**src/rtl/irq_priority_arbiter_pkg.sv**
```systemverilog
// Shared types and helpers for the interrupt priority arbiter.
package irq_priority_arbiter_pkg;

    localparam logic ARB_FIXED = 1'b0;
    localparam logic ARB_RR    = 1'b1;

    typedef enum logic {
        ST_IDLE    = 1'b0,
        ST_PRESENT = 1'b1
    } arb_state_e;

    // Ceiling log2 for elaboration-time width calculation.
    function automatic int unsigned clog2(input int unsigned value);
        int unsigned res;
        res = 0;
        for (int unsigned p = 1; p < value; p = p << 1) begin
            res = res + 1;
        end
        return res;
    endfunction

endpackage

```
**src/rtl/irq_priority_arbiter_if.sv**
```systemverilog
// Request-side and winner-presentation signals of the interrupt arbiter.
interface irq_priority_arbiter_if
    import irq_priority_arbiter_pkg::*;
#(
    parameter int unsigned NUM_CH = 8,
    parameter int unsigned IDX_W  = clog2(NUM_CH)
);
    logic [NUM_CH-1:0] req;
    logic [NUM_CH-1:0] edge_mode;
    logic [NUM_CH-1:0] mask;
    logic              rr_mode_wr;
    logic              rr_mode_in;
    logic              ack;
    logic              irq_valid;
    logic [IDX_W-1:0]  irq_idx;
    logic [NUM_CH-1:0] pending;

    modport master (
        output req, edge_mode, mask, rr_mode_wr, rr_mode_in, ack,
        input  irq_valid, irq_idx, pending
    );

    modport slave (
        input  req, edge_mode, mask, rr_mode_wr, rr_mode_in, ack,
        output irq_valid, irq_idx, pending
    );
endinterface

```
**src/rtl/irq_priority_arbiter_pick.sv**
```systemverilog
// Combinational winner search: rotate by start pointer, find lowest set bit, un-rotate.
module rr_priority_pick
    import irq_priority_arbiter_pkg::*;
#(
    parameter int unsigned NUM_CH = 8,
    parameter int unsigned IDX_W  = clog2(NUM_CH)
) (
    input  logic [NUM_CH-1:0] eligible_i,
    input  logic [IDX_W-1:0]  start_i,
    input  logic              mode_i,
    output logic              any_c_o,
    output logic [IDX_W-1:0]  idx_c_o
);
    localparam int unsigned DW = 2 * NUM_CH;

    logic [DW-1:0]     doubled;
    logic [NUM_CH-1:0] rotated;
    logic [IDX_W-1:0]  start;
    logic [IDX_W-1:0]  lsb;
    logic [IDX_W:0]    sum;

    always_comb begin
        start   = (mode_i == ARB_RR) ? start_i : '0;
        doubled = {eligible_i, eligible_i} >> start;
        rotated = doubled[NUM_CH-1:0];
        any_c_o = |rotated;

        lsb = '0;
        for (int i = int'(NUM_CH) - 1; i >= 0; i--) begin
            if (rotated[i]) begin
                lsb = IDX_W'(i);
            end
        end

        // Modulo-NUM_CH add so non-power-of-two channel counts wrap correctly.
        sum = {1'b0, lsb} + {1'b0, start};
        if (sum >= (IDX_W+1)'(NUM_CH)) begin
            sum = sum - (IDX_W+1)'(NUM_CH);
        end
        idx_c_o = sum[IDX_W-1:0];
    end
endmodule

```
**src/rtl/irq_priority_arbiter.sv**
```systemverilog
// Pending-latch interrupt arbiter with fixed/round-robin selection and valid/ack presentation.
module irq_priority_arbiter
    import irq_priority_arbiter_pkg::*;
#(
    parameter int unsigned NUM_CH   = 8,
    parameter int unsigned IDX_W    = clog2(NUM_CH),
    parameter bit          RR_RESET = 1'b0
) (
    input  logic                 clk,
    input  logic                 rst,
    irq_priority_arbiter_if.slave bus
);
    arb_state_e        state_q;
    logic [NUM_CH-1:0] pending_q;
    logic [NUM_CH-1:0] pending_d;
    logic [NUM_CH-1:0] req_prev_q;
    logic [IDX_W-1:0]  idx_q;
    logic [IDX_W-1:0]  rr_ptr_q;
    logic [IDX_W-1:0]  rr_ptr_d;
    logic              rr_mode_q;
    logic              rr_mode_d;

    logic [NUM_CH-1:0] set_c;
    logic [NUM_CH-1:0] clr_c;
    logic [NUM_CH-1:0] sel_c;
    logic [NUM_CH-1:0] eligible_c;
    logic              accept_c;
    logic              hold_ok_c;
    logic              win_any_c;
    logic [IDX_W-1:0]  win_idx_c;

    always_comb begin
        accept_c = (state_q == ST_PRESENT) && bus.ack;

        for (int i = 0; i < int'(NUM_CH); i++) begin
            sel_c[i] = (idx_q == IDX_W'(i));
        end

        // Edge channels set on a 0->1 transition, level channels whenever req is high.
        set_c      = (bus.edge_mode & bus.req & ~req_prev_q) | (~bus.edge_mode & bus.req);
        clr_c      = accept_c ? sel_c : '0;
        pending_d  = set_c | (pending_q & ~clr_c);
        eligible_c = pending_q & ~bus.mask;
        hold_ok_c  = |(eligible_c & sel_c);

        rr_ptr_d = rr_ptr_q;
        if (accept_c) begin
            rr_ptr_d = (idx_q == IDX_W'(NUM_CH - 1)) ? '0 : idx_q + IDX_W'(1);
        end

        rr_mode_d = bus.rr_mode_wr ? bus.rr_mode_in : rr_mode_q;
    end

    rr_priority_pick #(
        .NUM_CH (NUM_CH),
        .IDX_W  (IDX_W)
    ) u_pick (
        .eligible_i (eligible_c),
        .start_i    (rr_ptr_q),
        .mode_i     (rr_mode_q),
        .any_c_o    (win_any_c),
        .idx_c_o    (win_idx_c)
    );

    always_ff @(posedge clk) begin
        if (rst) begin
            state_q    <= ST_IDLE;
            pending_q  <= '0;
            req_prev_q <= '0;
            idx_q      <= '0;
            rr_ptr_q   <= '0;
            rr_mode_q  <= RR_RESET;
        end else begin
            pending_q  <= pending_d;
            req_prev_q <= bus.req;
            rr_ptr_q   <= rr_ptr_d;
            rr_mode_q  <= rr_mode_d;
            case (state_q)
                ST_IDLE: begin
                    if (win_any_c) begin
                        idx_q   <= win_idx_c;
                        state_q <= ST_PRESENT;
                    end
                end
                ST_PRESENT: begin
                    // Leave on acceptance, or withdraw if the held channel is no longer eligible.
                    if (accept_c || !hold_ok_c) begin
                        state_q <= ST_IDLE;
                    end
                end
            endcase
        end
    end

    assign bus.irq_valid = (state_q == ST_PRESENT);
    assign bus.irq_idx   = idx_q;
    assign bus.pending   = pending_q;
endmodule

```
**src/flat_wrapper.sv**
```systemverilog
// flat-port wrapper written by rule: the top's interface ports become plain ports
module irq_priority_arbiter_flat import irq_priority_arbiter_pkg::*;
#(
    parameter int unsigned NUM_CH   = 8,
    parameter int unsigned IDX_W    = clog2(NUM_CH),
    parameter bit          RR_RESET = 1'b0
)
  (clk, rst, bus_req, bus_edge_mode, bus_mask, bus_rr_mode_wr, bus_rr_mode_in, bus_ack, bus_irq_valid, bus_irq_idx, bus_pending);
  irq_priority_arbiter_if #(.NUM_CH(NUM_CH), .IDX_W(IDX_W)) bus_i ();
  input  logic clk;
  input  logic rst;
  input wire logic [$bits(bus_i.req)-1:0] bus_req;
  input wire logic [$bits(bus_i.edge_mode)-1:0] bus_edge_mode;
  input wire logic [$bits(bus_i.mask)-1:0] bus_mask;
  input wire logic [$bits(bus_i.rr_mode_wr)-1:0] bus_rr_mode_wr;
  input wire logic [$bits(bus_i.rr_mode_in)-1:0] bus_rr_mode_in;
  input wire logic [$bits(bus_i.ack)-1:0] bus_ack;
  output wire logic [$bits(bus_i.irq_valid)-1:0] bus_irq_valid;
  output wire logic [$bits(bus_i.irq_idx)-1:0] bus_irq_idx;
  output wire logic [$bits(bus_i.pending)-1:0] bus_pending;
  assign bus_i.req = bus_req;
  assign bus_i.edge_mode = bus_edge_mode;
  assign bus_i.mask = bus_mask;
  assign bus_i.rr_mode_wr = bus_rr_mode_wr;
  assign bus_i.rr_mode_in = bus_rr_mode_in;
  assign bus_i.ack = bus_ack;
  assign bus_irq_valid = bus_i.irq_valid;
  assign bus_irq_idx = bus_i.irq_idx;
  assign bus_pending = bus_i.pending;
  irq_priority_arbiter #(.NUM_CH(NUM_CH), .IDX_W(IDX_W), .RR_RESET(RR_RESET)) u_core (.clk(clk), .rst(rst), .bus(bus_i));
endmodule
```
**config.mk**
```make
export PLATFORM = sky130hd
export DESIGN_NAME = irq_priority_arbiter_flat
export DESIGN_NICKNAME = d
export VERILOG_FILES = /design/src/rtl/irq_priority_arbiter_pkg.sv /design/src/rtl/irq_priority_arbiter_if.sv /design/src/rtl/irq_priority_arbiter_pick.sv /design/src/rtl/irq_priority_arbiter.sv /design/src/flat_wrapper.sv
export SDC_FILE = /design/constraint.sdc
export NUM_CORES = 1
export LEC_CHECK = 0
export ABC_AREA = 1
export CORE_MARGIN = 2
export CORE_UTILIZATION = 25
export CTS_CLUSTER_SIZE = 24
export DETAILED_ROUTE_END_ITERATION = 7
export GPL_ROUTABILITY_DRIVEN = 0
export PLACE_DENSITY_LB_ADDON = 0.12
export SYNTH_ARGS = -nofsm -noshare
export SYNTH_HDL_FRONTEND = slang
export SYNTH_SLANG_ARGS = --single-unit
```
**constraint.sdc**
```tcl
create_clock -name clk -period 4.3 [get_ports clk]
set_input_delay 0.86 -clock clk [delete_from_list [all_inputs] [get_ports clk]]
set_output_delay 0.86 -clock clk [all_outputs]
set_load 0.05 [all_outputs]
```
==> flow_summary.yaml <==
grt:
  track_usage: 0.143
  grt_overflow_total: 0
  grt_max_degree: 21
  grt_pass1_vias: 1630
  antenna_found_initial: 0
  grt_pass1_wl_um: 7490
clocking:
  worstSkewPairLatency_ps: 270
  htree_levels: 1
  path_clk_slew_ps: 90
  cts_buffers: 3
  tritoncts: "yes"
  clockBufferDepth: 2
  clkSinkCount: 24
  cts_resized: 0
  post_cts_buffers: 0
  root_buffer: "clkbuf_8"
  hold_buffers: 0
timing:
  setup_tns_ps: 0
  tightest_slew_ps: 759
  maxSlewViolCount: 0
  report.final.hold_viol_count: 0
  fin_crit_ps: 3080
  relSlewSlack: 0.492
  post-route-period-util: 0.715
  rsz0062_at_grt: "no"
  fmax_mhz: 325
  setup_viol: 0
  fin_skew_ps: 5.96
floorplan:
  die_y_um: 82.2
  die_w_um: 82.2
  core_um2: 5920
  initial_utilization: 0.258
  rows: 28
  dieArea_um2: 6760
  io_pins: 41
drt:
  routed_wl_um: 4390
  vias: 1632
  antenna_left: 0
  drcViolationCount: 0
  drtPass1Iterations: 4
  drtIter0Drc: 140
  wl_per_cell_um: 12.2
  via_per_inst: 4.53
layout:
  diodes: 0
  layout.nets: 323
  syn2layout_area_growth_pct: 35.7
  utilization: 0.351
  final_common_cell: "nand2_1"
  drive_above_1_share: 0.0421
  final_cell_mix: "79 x nand2_1, 40 x clkdlybuf4s50_1, 38 x nand3_1"
hold_path:
  hold_class: "register to register"
place:
  numPortBuffers: 40
  dpl.hpwl_um: 3480
logic_synthesis:
  syn_inst: 244
  ys_seq_area_frac: 0.314
  synth_warnings: 0
  ys_ff_latch: 24
  synth.avg_cell_area_um2: 6.27
  syn_area_um2: 1530
  synth_cell_types: 23
  synth_nets: 281
pwr:
  power.internal_mw: 0.484
  combPwrFrac: 0.392
  p_leak_nw: 0.989
  power.switching_mw: 0.294
  p_sw_frac: 0.378
  vdd_drop_max_v: 0.000222
  p_per_area_nw_per_um2: 375
  seqPwrFrac: 0.352
  p_clk_frac: 0.256
setup_path:
  required_ps: 4470
  end_kind: "register"
  cp_data_arrival_time_ps: 3250
  start_kind: "input port"
  path_class: "input port to register"
  path_max_fanout: 3
run_status:
  status: "complete, no violations"
flow_run:
  drv_cap: 0
[power groups by stage]
stage / Sequential [mW] / Combinational [mW] / Clock [mW]
3_3_place_gp: 0.282 / 0.305 / 0
3_5_place_dp: 0.280 / 0.305 / 0
5_1_grt: 0.280 / 0.339 / 0.214
4_1_cts: 0.276 / 0.308 / 0.211
6_report: 0.274 / 0.305 / 0.199
2_1_floorplan: 0.333 / 0.144 / 0
[final timing paths]
| check | startpoint | endpoint | slack (ps) | depth (start not counted) |
|---|---|---|---|---|
| setup / recovery | bus_mask[5] | u_core.bus.irq_idx[2] | 1220 | 18 |
| hold / removal | u_core.rr_ptr_q[1] | u_core.rr_ptr_q[1] | 480 | 2 |
| setup reg to reg | u_core.rr_mode_q | u_core.bus.irq_idx[2] | 1420 | 16 |
| hold reg to reg | u_core.rr_ptr_q[1] | u_core.rr_ptr_q[1] | 480 | 2 |
[stage by stage]
step,setup WS [ps],cell area (um2),std cells,hold WS [ps],power (mW)
3_3_place_gp,961,2010,356,472,0.587
4_1_cts,1230,2080,360,487,0.794
3_5_place_dp,920,2010,356,472,0.586
6_report,1220,2080,360,484,0.778
2_1_floorplan,1590,1530,244,445,0.477
5_1_grt,943,2080,360,521,0.833
[layer usage]
layer,wire [um],global-route usage
met1,2110,0.182
met2,2100,0.241
met3,160,0.0315
met4,15,0.0433
met5,0,0
[final cells by class]
cell class | instances | area [um2]
Inverter | 31 | 123
Clock buffer | 3 | 41.3
Sequential cell | 24 | 480
Fill cell | 658 | 3840
Multi-Input combinational cell | 186 | 908
Tap cell | 75 | 93.8
Clock inverter | 1 | 30.0
Timing Repair Buffer | 40 | 400
[sequential cells by signal, summed over array words and instances (netlist names)]
register and count:
u_core.bus.pending 8, u_core.bus.irq_idx 3, u_core.rr_ptr_q 3, u_core.bus.irq_valid 1
u_core.rr_mode_q 1, u_core.req_prev_q 8
[critical path, cell delays in order]
cell and delay (ps):
clkdlybuf4s50_1 460, inv_1 40, nand2_1 110, nand2_1 100, nand3_1 150, nand3_1 110
nand3_1 100, nand2_1 50, nand2_1 50, nand2_1 40, nand2_1 50, a21boi_0 80
ha_1 200, fa_1 370, xnor2_1 210, nand3_1 100, a21oi_1 140, nor2_1 50
[Yosys cell counts, drive strengths merged]
master,number,area [um2]
inv,28,105
o21ai,14,70.1
clkbuf,1,3.75
ha,7,87.6
nor2,22,85.1
buf,2,15.0
nand4,1,6.26
xnor2,1,8.76
fa,1,20.0
nand3,38,190
a21boi,1,7.51
clkinv,3,17.5
o2111ai,1,8.76
a21oi,13,65.1
o22ai,2,12.5
nand2,84,338
dfxtp,24,480
a41oi,1,8.76
[logic make-up (layout without fill, tap and decap cells)]
family / Yosys count / count (layout) / share of synthesized area
adders and majority gates: 8 / 8 / 0.0703
AOI/OAI and AO/OA: 32 / 32 / 0.113
DFF: 24 / 24 / 0.314
buffers and inverters: 34 / 75 / 0.0924
xor gates and xnor gates: 1 / 1 / 0.00572
and+or+nand+nor: 145 / 145 / 0.405
Note: power is estimated with default switching activity, not from simulation.
